==> config.mk <==
export PLATFORM = sky130hd
export DESIGN_NAME = uart_tx_fifo
export DESIGN_NICKNAME = d
export VERILOG_FILES = /design/src/rtl/uart_tx_fifo.sv
export SDC_FILE = /design/constraint.sdc
export NUM_CORES = 1
export LEC_CHECK = 0
export CAP_MARGIN = 20
export CORE_MARGIN = 2
export CORE_UTILIZATION = 30
export DETAILED_ROUTE_END_ITERATION = 12
export PLACE_DENSITY_LB_ADDON = 0.3
export SETUP_SLACK_MARGIN = 0.05
export SYNTH_ARGS = -nofsm -noshare
export SYNTH_HDL_FRONTEND = slang
export SYNTH_SLANG_ARGS = --single-unit
==> constraint.sdc <==
create_clock -name clk -period 2.95 [get_ports clk]
set_input_delay 0.295 -clock clk [delete_from_list [all_inputs] [get_ports clk]]
set_output_delay 0.295 -clock clk [all_outputs]
set_load 0.1 [all_outputs]
==> src/rtl/uart_tx_fifo.sv <==
// uart_tx_fifo: buffered serial transmitter driving the crossbar's txd pin.
//
// Bytes pushed by the crossbar are queued in a small circular FIFO. They are
// shifted out LSB first as 8N1 frames, or as 8E1 frames when
// UART_TX_PARITY_EN is defined.
//
// Parameters:
//   CLK_FREQ   system clock in Hz
//   BAUD       line rate; DIV = CLK_FREQ/BAUD clocks per bit (DIV >= 2)
//   FIFO_DEPTH queued byte entries (power of 2, >= 2)
//
// Ports:
//   clk        system clock, rising edge
//   rst_n      asynchronous active-low reset; aborts any frame in flight
//   wr_en      single-cycle push strobe
//   wr_data    byte to push
//   full       FIFO holds FIFO_DEPTH bytes; a push this cycle is dropped
//   busy       a frame is on the line or bytes are still queued
//   fifo_count bytes queued (the byte in the shifter is not counted)
//   txd        serial line output, idle high
//
// Optional feature macro: UART_TX_PARITY_EN. It adds an even-parity bit
// between the data bits and the stop bit.

module uart_tx_fifo #(
  parameter int CLK_FREQ   = 50000000,
  parameter int BAUD       = 9600,
  parameter int FIFO_DEPTH = 4
) (
  input  logic                          clk,
  input  logic                          rst_n,
  input  logic                          wr_en,
  input  logic [7:0]                    wr_data,
  output logic                          full,
  output logic                          busy,
  output logic [$clog2(FIFO_DEPTH):0]   fifo_count,
  output logic                          txd
);

  localparam int DIV   = CLK_FREQ / BAUD;
  localparam int CNT_W = (DIV > 1) ? $clog2(DIV) : 1;
  localparam int PTR_W = $clog2(FIFO_DEPTH);
  localparam int CW    = PTR_W + 1;

  localparam logic [2:0] ST_IDLE   = 3'd0;
  localparam logic [2:0] ST_START  = 3'd1;
  localparam logic [2:0] ST_DATA   = 3'd2;
  localparam logic [2:0] ST_STOP   = 3'd3;
`ifdef UART_TX_PARITY_EN
  localparam logic [2:0] ST_PARITY = 3'd4;
`endif

  logic [7:0]       mem [FIFO_DEPTH];
  logic [PTR_W-1:0] wr_ptr_q, wr_ptr_d;
  logic [PTR_W-1:0] rd_ptr_q, rd_ptr_d;
  logic [CW-1:0]    count_q, count_d;
  logic [2:0]       state_q, state_d;
  logic [CNT_W-1:0] baud_q, baud_d;
  logic [2:0]       idx_q, idx_d;
  logic [7:0]       shift_q, shift_d;
  logic             txd_q, txd_d;
  logic             busy_q, busy_d;

  logic push;
  logic pop;
  logic bit_end;
  logic queued;

  assign queued  = (count_q != '0);
  assign push    = wr_en && (count_q != CW'(FIFO_DEPTH));
  assign bit_end = (baud_q == CNT_W'(DIV - 1));

  always_comb begin
    state_d  = state_q;
    baud_d   = baud_q;
    idx_d    = idx_q;
    shift_d  = shift_q;
    rd_ptr_d = rd_ptr_q;
    wr_ptr_d = wr_ptr_q;
    count_d  = count_q;
    pop      = 1'b0;

    case (state_q)
      ST_IDLE: begin
        baud_d = '0;
        if (queued) begin
          pop     = 1'b1;
          state_d = ST_START;
        end
      end
      ST_START: begin
        if (bit_end) begin
          baud_d  = '0;
          idx_d   = 3'd0;
          state_d = ST_DATA;
        end else begin
          baud_d = baud_q + CNT_W'(1);
        end
      end
      ST_DATA: begin
        if (bit_end) begin
          baud_d = '0;
          if (idx_q == 3'd7) begin
`ifdef UART_TX_PARITY_EN
            state_d = ST_PARITY;
`else
            state_d = ST_STOP;
`endif
          end else begin
            idx_d = idx_q + 3'd1;
          end
        end else begin
          baud_d = baud_q + CNT_W'(1);
        end
      end
`ifdef UART_TX_PARITY_EN
      ST_PARITY: begin
        if (bit_end) begin
          baud_d  = '0;
          state_d = ST_STOP;
        end else begin
          baud_d = baud_q + CNT_W'(1);
        end
      end
`endif
      ST_STOP: begin
        if (bit_end) begin
          baud_d = '0;
          // Chain straight into the next start bit so back-to-back frames
          // carry no extra idle bit.
          if (queued) begin
            pop     = 1'b1;
            state_d = ST_START;
          end else begin
            state_d = ST_IDLE;
          end
        end else begin
          baud_d = baud_q + CNT_W'(1);
        end
      end
      default: begin
        state_d = ST_IDLE;
        baud_d  = '0;
      end
    endcase

    if (pop) begin
      shift_d  = mem[rd_ptr_q];
      rd_ptr_d = rd_ptr_q + PTR_W'(1);
    end
    if (push) begin
      wr_ptr_d = wr_ptr_q + PTR_W'(1);
    end

    case ({push, pop})
      2'b10:   count_d = count_q + CW'(1);
      2'b01:   count_d = count_q - CW'(1);
      default: count_d = count_q;
    endcase
  end

  // The line driver is one register behind the state, so the start bit
  // appears one cycle after the pop.
  always_comb begin
    txd_d = 1'b1;
    case (state_q)
      ST_START:  txd_d = 1'b0;
      ST_DATA:   txd_d = shift_q[idx_q];
`ifdef UART_TX_PARITY_EN
      ST_PARITY: txd_d = ^shift_q;
`endif
      default:   txd_d = 1'b1;
    endcase
  end

  // busy spans the lagged line stage as well. It therefore stays high
  // until the last stop-bit cycle has actually left txd.
  always_comb begin
    busy_d = (state_d != ST_IDLE) || (state_q != ST_IDLE) || (count_d != '0);
  end

  always_ff @(posedge clk) begin
    if (push) begin
      mem[wr_ptr_q] <= wr_data;
    end
  end

  always_ff @(posedge clk or negedge rst_n) begin
    if (!rst_n) begin
      wr_ptr_q <= '0;
      rd_ptr_q <= '0;
      count_q  <= '0;
      state_q  <= ST_IDLE;
      baud_q   <= '0;
      idx_q    <= '0;
      shift_q  <= '0;
      txd_q    <= 1'b1;
      busy_q   <= 1'b0;
    end else begin
      wr_ptr_q <= wr_ptr_d;
      rd_ptr_q <= rd_ptr_d;
      count_q  <= count_d;
      state_q  <= state_d;
      baud_q   <= baud_d;
      idx_q    <= idx_d;
      shift_q  <= shift_d;
      txd_q    <= txd_d;
      busy_q   <= busy_d;
    end
  end

  assign txd        = txd_q;
  assign busy       = busy_q;
  assign fifo_count = count_q;
  assign full       = (count_q == CW'(FIFO_DEPTH));

endmodule
==> results of run 1 <==
==> metrics by stage <==
step / area, um2 / setup slack, ns / setup TNS, ns / std cells
after floorplan: 3095 / -0.1237 / -0.1237 / 205
after global placement: 3373 / 0.5827 / 0 / 350
after detailed placement: 3373 / 0.5158 / 0 / 350
after CTS: 3580 / 0.5032 / 0 / 366
after global routing: 3580 / 0.3694 / 0 / 366
final: 3580 / 0.5237 / 0 / 366
==> kinds of logic (layout without fill, tap and decap cells) <==
kind of cell,Yosys count,in the layout,share of synthesized area (%)
xor gates and xnor gates,17,17,4.865
AOI/OAI and AO/OA,13,13,3.067
other,1,1,0.1225
DFF,68,68,60.88
and+or+nand+nor,65,65,12.88
muxes,21,21,12.26
adders and majority gates,9,9,3.925
buffers and inverters,11,39,2.003
==> power groups by stage <==
stage          Combinational [uW]  Sequential, uW  Clock, uW
3_5_place_dp                 1020            1440          0
2_1_floorplan                 702            1540          0
5_1_grt                      1080            1450        860
4_1_cts                      1020            1420        824
6_report                      999            1420        789
3_3_place_gp                 1010            1440          0
==> path summary, 6_finish.rpt <==
path,start,endpoint,slack (ns),depth (start not counted)
worst max-delay path,baud_q[0],busy,0.52,9
worst min-delay path,rst_n,baud_q[9],0.05,1
worst max register to register,baud_q[0],busy,0.52,9
worst min register to register,baud_q[0],baud_q[0],0.49,1
max in group asynchronous,rst_n,fifo_count[0],2.29,1
min in group clk,baud_q[0],baud_q[0],0.49,1
==> critical path, delay by kind of cell, from the launching register on <==
kind,cells,cell delay (ns)
flip-flops,1,0.39
AO/OA/AOI/OAI,1,0.17
AND/OR/NAND/NOR,4,0.61
multiplexers,1,0.29
adder cells (fa/ha/maj),3,0.84
==> sequential cells by signal, summed over array words and instances, names as in the netlist <==
signal / cells
state_q: 3
fifo_count: 3
rd_ptr_q: 2
mem: 32
baud_q: 13
idx_q: 3
wr_ptr_q: 2
busy: 1
shift_q: 8
txd: 1
==> metal layers <==
layer	track usage, %	part of all wire (%)
met1	12.73	48
met2	15.17	48
met3	3.369	3.2
met4	3.905	0.69
met5	0	0
==> cell usage after synthesis, drive strengths merged, types with 2 or more instances <==
cell / count / area share (%)
nor3b: 2 / 0.49
or3: 2 / 0.41
nand2: 11 / 1.3
nand2b: 5 / 1.0
a22o: 3 / 0.86
and4bb: 3 / 1.6
and2: 4 / 0.82
nand4: 5 / 1.5
nor2: 16 / 2.0
nor3: 4 / 0.65
buf: 4 / 1.1
ha: 8 / 3.3
and3: 2 / 0.41
xnor2: 9 / 2.6
mux4: 10 / 7.4
edfxtp: 32 / 31
a21oi: 3 / 0.86
mux2: 11 / 4.9
clkbuf: 2 / 0.29
xor2: 8 / 2.3
o21ai: 5 / 0.82
inv: 5 / 0.61
nand3: 5 / 0.82
dfrtp: 35 / 29
==> cell type report <==
type / count / area [um2]
multi-input cells: 126 / 1159
repair buffers: 18 / 155.1
clock inverters: 7 / 82.58
clock buffers: 9 / 123.9
inverters: 5 / 18.77
well taps: 133 / 166.4
flip-flops and latches: 68 / 1874
fillers: 991 / 6240
==> results.py, run 1 <==
metrics = {
    "timing": {
        "setup_violations": 0,
        "fin_skew_ns": 0.009078,
        "drv_slew": 0,
        "final-hold-violation-count": 0,
        "fmax_ghz": 0.4121,
        "tightest_slew_ns": 0.8277,
        "fin_crit_ns": 2.426,
        "relSlewSlack_pct": 44.82,
        "rsz0062_at_grt": "false",
        "holdWs_ns": 0.05446,
        "period_share_pct": 82.25,
    },
    "worst_setup_path": {
        "path_cells": "ha_1, and4bb_4, nand4_4, a21oi_4, ha_2, fa_1, mux2_4, nor3_2, nand4bb_2",
        "critPathMaxFanout": 4,
        "max_stage_delay_ns": 0.40,
        "worstPathArrival_ns": 2.64,
        "cp_slowest_cell": "fa_1",
        "critPathRequiredTime_ns": 3.16,
        "start_kind": "flop",
        "crit_type": "reg2reg",
        "critPathCaptureType": "flop",
    },
    "layout": {
        "layout_common_cells": "dfrtp_1 (32), edfxtp_1 (32), nor2_1 (16)",
        "nets": 248,
        "antenna_cells": 0,
        "areaGrowthSynthToFinish_pct": 16.97,
        "utilization_pct": 36.46,
        "layout-drive-gt1-share_pct": 25.75,
    },
    "synth": {
        "synth_area_um2": 3060,
        "ys.flop_type": "dfrtp_1",
        "syn_nets": 225,
        "netlist_instances": 205,
        "synth_edf_count": 32,
        "yosysUniqueCellTypes": 41,
        "async_reset_ff_share_pct": 52.94,
        "ys_warn_count": 0,
        "yosys_register_bits": 68,
        "seq_area_frac_synth_pct": 60.87,
        "synth_area_per_cell_um2": 14.93,
    },
    "floorplan": {
        "start_util_pct": 31.17,
        "core_area_um2": 9819,
        "rows": 36,
        "dieArea_um2": 11030,
        "die_w_um": 105,
        "ios": 17,
        "die_y_um": 105,
    },
    "clocking": {
        "clk_latency_ns": 0.34,
        "cts_buffers": 9,
        "cts_root_buffer": "clkbuf_8",
        "holdBufCountCts": 0,
        "cts_tree": "built",
        "clockBufferDepth": 2,
        "clk_pin_slew_ns": 0.08,
        "cts_resized": 0,
        "cts.sinks": 68,
        "postCtsSetupBuffers": 0,
        "h-tree-depth": 3,
    },
    "grt": {
        "grt_max_degree": 37,
        "grt_pass1_vias": 1659,
        "grt_use_total_pct": 9.848,
        "grt_antenna_before_repair": 0,
        "grt_remaining_overflow": 0,
        "grt_pass1_wl_mm": 8.383,
    },
    "min_path": {
        "min_path_type": "in2async",
    },
    "drt": {
        "route.detailed.drc": 0,
        "via_count": 1613,
        "drt-initial-drc-count": 54,
        "wl_per_cell_um": 13.40,
        "dr.pass1.iters": 4,
        "antenna_left": 0,
        "vias_per_cell": 4.407,
        "wirelength_mm": 4.903,
    },
    "power_and_ir_drop": {
        "p_comb_share_pct": 31.2,
        "leakage_uw": 0.001347,
        "power_frac_clock_pct": 24.6,
        "powerDensity_nw_per_um2": 895.1,
        "sw_frac_of_total_pct": 34.38,
        "pwr-share-seq_pct": 44.2,
        "p_int_uw": 2102,
        "power.switching_uw": 1102,
        "vdd_drop_max_mv": 0.3998,
        "finalPower_uw": 3204,
    },
    "run_status": {
        "outcome": "completed",
    },
    "placed_design": {
        "globalplace.congestion": 0.7402,
        "io_buffers": 16,
        "dp_hpwl_mm": 3.308,
    },
    "flow_run": {
        "maxCapViolations": 0,
    },
}
Note: power is estimated with default switching activity, not from simulation.
==> run 2, diff against run 1 <==
==> constraint.sdc (replaced) <==
create_clock -name clk -period 2.2 [get_ports clk]
set_input_delay 0.22 -clock clk [delete_from_list [all_inputs] [get_ports clk]]
set_output_delay 0.22 -clock clk [all_outputs]
set_load 0.1 [all_outputs]
==> run 2 against run 1 <==
Critical path depth is the same; clock power grew 36%; sequential power grew 30%; wire length grew 5.2%; final cell count grew 7.7%; combinational power grew 55%; highest routed layer unchanged; the flow now finishes with violations (setup timing); clock-buffer cell count is the same; worst hold slack gained 0.22 ns; first-iteration DRC count shrank 5.6%; clock skew is essentially flat; sequential share of layout area shrank 3.3 points; flip-flop and latch count is the same.
==> results.py, run 2 (synthesis results as in run 1) <==
metrics = {
    "drt": {
        "vias_per_cell": 4.426,
        "wl_per_cell_um": 13.09,
        "antenna_left": 0,
        "wirelength_mm": 5.159,
        "dr.pass1.iters": 4,
        "route.detailed.drc": 0,
        "drt-initial-drc-count": 51,
        "via_count": 1744,
    },
    "clocking": {
        "h-tree-depth": 3,
        "cts_buffers": 9,
        "clockBufferDepth": 2,
        "clk_pin_slew_ns": 0.08,
        "clk_latency_ns": 0.34,
        "cts_root_buffer": "clkbuf_8",
        "cts_tree": "built",
        "cts.sinks": 68,
    },
    "placed_design": {
        "io_buffers": 16,
        "globalplace.congestion": 0.7745,
        "place_ws_ns": -0.08722,
        "dp_hpwl_mm": 3.644,
        "dpl_cell_area_um2": 3586,
    },
    "timing": {
        "period_share_pct": 102.4,
        "fin_crit_ns": 2.252,
        "setup_violations": 1,
        "final-hold-violation-count": 0,
        "fin_skew_ns": 0.008695,
        "holdWs_ns": 0.2731,
        "drv_slew": 0,
        "rsz0062_at_grt": "true",
        "fmax_ghz": 0.4440,
        "tns_ns": -0.05243,
        "setup_ws_ns": -0.05243,
    },
    "layout": {
        "fill_cells": 959,
        "final_common_cell": "buf_4",
        "antenna_cells": 0,
        "layout-drive-gt1-share_pct": 36.02,
        "areaGrowthSynthToFinish_pct": 24.78,
        "final_cell_area_um2": 3819,
        "layout_common_cells": "buf_4 (35), dfrtp_1 (32), edfxtp_1 (32)",
        "utilization_pct": 38.89,
        "nets": 276,
        "top_regs": "mem: 32 flops, baud_q: 13 flops, shift_q: 8 flops",
        "regMostFlops": "mem",
        "largest_reg_flops": 32,
    },
    "floorplan": {
        "start_util_pct": 31.17,
        "core_area_um2": 9819,
        "rows": 36,
        "die_w_um": 105,
        "dieArea_um2": 11030,
        "die_y_um": 105,
        "ios": 17,
    },
    "worst_setup_path": {
        "critPathRequiredTime_ns": 2.42,
        "cp_slowest_cell": "fa_2",
        "crit_type": "reg2reg",
        "critPathMaxFanout": 2,
        "critical-path-top-delay-family": "adder cells",
        "worstPathArrival_ns": 2.48,
        "start_kind": "flop",
        "worst-path-buf-inv": 0,
        "path_cells": "ha_2, and4bb_4, nand4_4, a21oi_4, ha_4, fa_2, mux2_4, nor3_4, nand4bb_2",
        "critPathCaptureType": "flop",
        "regToRegSetupSlack_ns": -0.05,
        "max_stage_delay_ns": 0.40,
    },
    "grt": {
        "grt_remaining_overflow": 0,
        "grt_use_total_pct": 10.73,
        "grt_pass1_vias": 1809,
        "grt_max_degree": 27,
        "grt_antenna_before_repair": 0,
        "grt_pass1_wl_mm": 9.039,
    },
    "flow_run": {
        "maxCapViolations": 0,
    },
    "power_and_ir_drop": {
        "leakage_uw": 0.001501,
        "vdd_drop_max_mv": 0.5640,
        "powerDensity_nw_per_um2": 1167,
    },
    "run_status": {
        "outcome": "complete, but fails checks",
        "violations": "setup timing",
    },
    "min_path": {
        "min_path_type": "in2async",
    },
}
## run 2: worst paths after layout
check | start | end | cells after the start
worst max register to register | baud_q[0] | busy | 9
min in group clk | wr_data[3] | mem[3][3] | 1
worst min register to register | shift_q[7] | shift_q[7] | 1
worst max-delay path | baud_q[0] | busy | 9
max in group asynchronous | rst_n | txd | 3
worst min-delay path | rst_n | baud_q[12] | 2
## run 2: worst register-to-register path: cells and delay by family (launching register included)
kind            cells  cell delay [ns]
compound gates      1             0.17
fa+ha+maj           3             0.74
flops               1             0.36
mux                 1             0.29
simple gates        4             0.58
## run 2: timing repair
item,4_1_cts,5_1_grt
pin swaps,2,0
endpoints found under the hold margin,10,0
resized for setup,1,1
setup endpoints to repair,1,2
hold buffers,1,0
buffers inserted,1,0
## run 2: routing by layer
layer  track usage [%]  vias up  wire length [um]
met5                 0        -                 0
met4             5.714        0                61
met3             2.620        7               140
met2             16.09       31              2496
met1             14.30      857              2462
li1                  -      849                 -
## run 2: area by class of cell
cell class | instances | area (um2) | area share (%)
sequential | 68 | 1874 | 49.08
multi-input combinational | 126 | 1185 | 31.03
timing repair buffer | 46 | 367.9 | 9.633
tap | 133 | 166.4 | 4.358
clock buffer | 9 | 123.9 | 3.244
clock inverter | 7 | 82.58 | 2.163
inverter | 5 | 18.77 | 0.4915
## run 2: power breakdown
part           switching [uW]  leakage (uW)  internal [uW]
Combinational             833      0.000649            717
Sequential                181      0.000747           1660
Clock                     528      0.000105            543
## run 2: per-stage QoR
stage,cells,power (uW)
2_1_floorplan,205,3035
3_3_place_gp,376,3387
3_5_place_dp,376,3415
4_1_cts,394,4513
5_1_grt,394,4725
6_report,394,4458
==> run 3, diff against run 2 <==
==> constraint.sdc (replaced) <==
create_clock -name clk -period 2.8 [get_ports clk]
set_input_delay 0.28 -clock clk [delete_from_list [all_inputs] [get_ports clk]]
set_output_delay 0.28 -clock clk [all_outputs]
set_load 0.1 [all_outputs]
==> run 3 against run 2 <==
The flow now finishes without violations; worst hold slack worse by 0.25 ns; final cell count is 7.1% lower; wire length is 4.6% lower; power is 24% lower; via count is 4.6% lower; first-iteration DRC count is 31% higher; register-to-register slack better by 0.43 ns; sequential power is 19% lower; highest routed layer unchanged.
==> results.py, run 3 (synthesis results as in run 1) <==
metrics = {
    "power_and_ir_drop": {
        "leakage_uw": 0.001347,
        "vdd_drop_max_mv": 0.4339,
        "powerDensity_nw_per_um2": 946.8,
    },
    "worst_setup_path": {
        "critPathCaptureType": "flop",
        "critPathRequiredTime_ns": 3.02,
        "worst-path-buf-inv": 0,
        "worstReg2RegEnd": "busy",
        "regToRegSetupSlack_ns": 0.38,
        "path_cells": "ha_1, and4bb_4, nand4_4, a21oi_4, ha_2, fa_1, mux2_4, nor3_2, nand4bb_2",
        "max_stage_delay_ns": 0.40,
        "reg2regPathDepth": 9,
        "crit_type": "reg2reg",
        "critical-path-top-delay-family": "adder cells",
        "worstPathArrival_ns": 2.64,
        "reg2reg_from": "baud_q[0]",
        "critPathMaxFanout": 4,
        "crit_start": "baud_q[0]",
        "cp_slowest_cell": "fa_1",
        "start_kind": "flop",
    },
    "timing": {
        "holdWs_ns": 0.02531,
        "fin_crit_ns": 2.425,
        "setup_violations": 0,
        "final-hold-violation-count": 0,
        "drv_slew": 0,
        "rsz0062_at_grt": "false",
        "fin_skew_ns": 0.006089,
        "relSlewSlack_pct": 45.82,
        "fmax_ghz": 0.4124,
        "tightest_slew_ns": 0.8127,
        "period_share_pct": 86.60,
        "tns_ns": 0,
    },
    "layout": {
        "final_cells": 366,
        "layout-drive-gt1-share_pct": 25.75,
        "final_cell_area_um2": 3580,
        "areaGrowthSynthToFinish_pct": 16.97,
        "layout_common_cells": "dfrtp_1 (32), edfxtp_1 (32), nor2_1 (16)",
        "utilization_pct": 36.46,
        "antenna_cells": 0,
        "largest_reg_flops": 32,
        "regMostFlops": "mem",
        "nets": 248,
        "top_regs": "mem: 32 flops, baud_q: 13 flops, shift_q: 8 flops",
    },
    "clocking": {
        "cts_resized": 0,
        "cts_tree": "built",
        "cts_buffers": 9,
        "postCtsSetupBuffers": 0,
        "holdBufCountCts": 0,
        "clk_latency_ns": 0.34,
        "cts_root_buffer": "clkbuf_8",
        "clk_pin_slew_ns": 0.08,
        "h-tree-depth": 3,
        "clockBufferDepth": 2,
        "cts.sinks": 68,
    },
    "drt": {
        "vias_per_cell": 4.546,
        "via_count": 1664,
        "antenna_left": 0,
        "wirelength_mm": 4.924,
        "drt-initial-drc-count": 67,
        "route.detailed.drc": 0,
        "wl_per_cell_um": 13.45,
        "dr.pass1.iters": 4,
    },
    "grt": {
        "grt_max_degree": 37,
        "grt_antenna_before_repair": 0,
        "grt_remaining_overflow": 0,
        "grt_pass1_vias": 1695,
        "grt_use_total_pct": 9.863,
        "grt_pass1_wl_mm": 8.383,
    },
    "run_status": {
        "outcome": "completed",
    },
    "placed_design": {
        "dp_hpwl_mm": 3.359,
        "dpl_cell_area_um2": 3373,
        "dp.cells": 350,
        "globalplace.congestion": 0.7497,
        "io_buffers": 16,
    },
    "flow_run": {
        "maxCapViolations": 0,
    },
    "floorplan": {
        "die_y_um": 105,
        "dieArea_um2": 11030,
        "core_area_um2": 9819,
        "rows": 36,
        "start_util_pct": 31.17,
        "die_w_um": 105,
        "ios": 17,
    },
    "min_path": {
        "min_path_type": "in2async",
    },
}
-- run 3: changes by cell type in the layout (fill, tap and decap cells not counted), sizes merged --
cell,change
clkinv,-2
buf,-27
clkinvlp,+2
dlygate4sd3,-1
-- run 3: per-layer routing --
layer	wire (um)	up-vias	GRT usage (%)
met2	2364	21	15.96
met4	91	0	4.000
met5	0	-	0
met3	148	9	3.182
li1	-	797	-
met1	2319	837	12.18
-- run 3: how the worst max path moves through the flow --
stage | to | slack, ns | depth (start not counted)
3_5_place_dp | busy | 0.37 | 9
4_1_cts | busy | 0.36 | 9
2_1_floorplan | busy | -0.27 | 9
3_3_place_gp | busy | 0.43 | 10
5_1_grt | busy | 0.28 | 9
6_report | busy | 0.38 | 9
-- run 3: cell type report --
cell class	instances	area (um2)
clock buffer	9	123.9
clock inverter	7	82.58
fill	971	6240
inverter	5	18.77
multi-input combinational	126	1159
sequential	68	1874
tap	133	166.4
timing repair buffer	18	155.1
-- run 3: power breakdown --
group	switching [uW]	internal (uW)
Clock	411	427
Sequential	189	1300
Combinational	574	488
Total	1170	2220
-- run 3: worst reg2reg max path, cell delays in order, from the launching register on --
cell and delay, ns:
dfrtp_1 0.38, ha_1 0.21, and4bb_4 0.28, nand4_4 0.10, a21oi_4 0.17, ha_2 0.22
fa_1 0.40, mux2_4 0.29, nor3_2 0.13, nand4bb_2 0.11
-- run 3: metrics by stage --
stage | worst slack (ns) | total power [uW]
3_5_place_dp | 0.3718 | 2599
6_report | 0.3752 | 3389
4_1_cts | 0.3596 | 3453
3_3_place_gp | 0.4348 | 2579
5_1_grt | 0.2800 | 3581
2_1_floorplan | -0.2737 | 2367
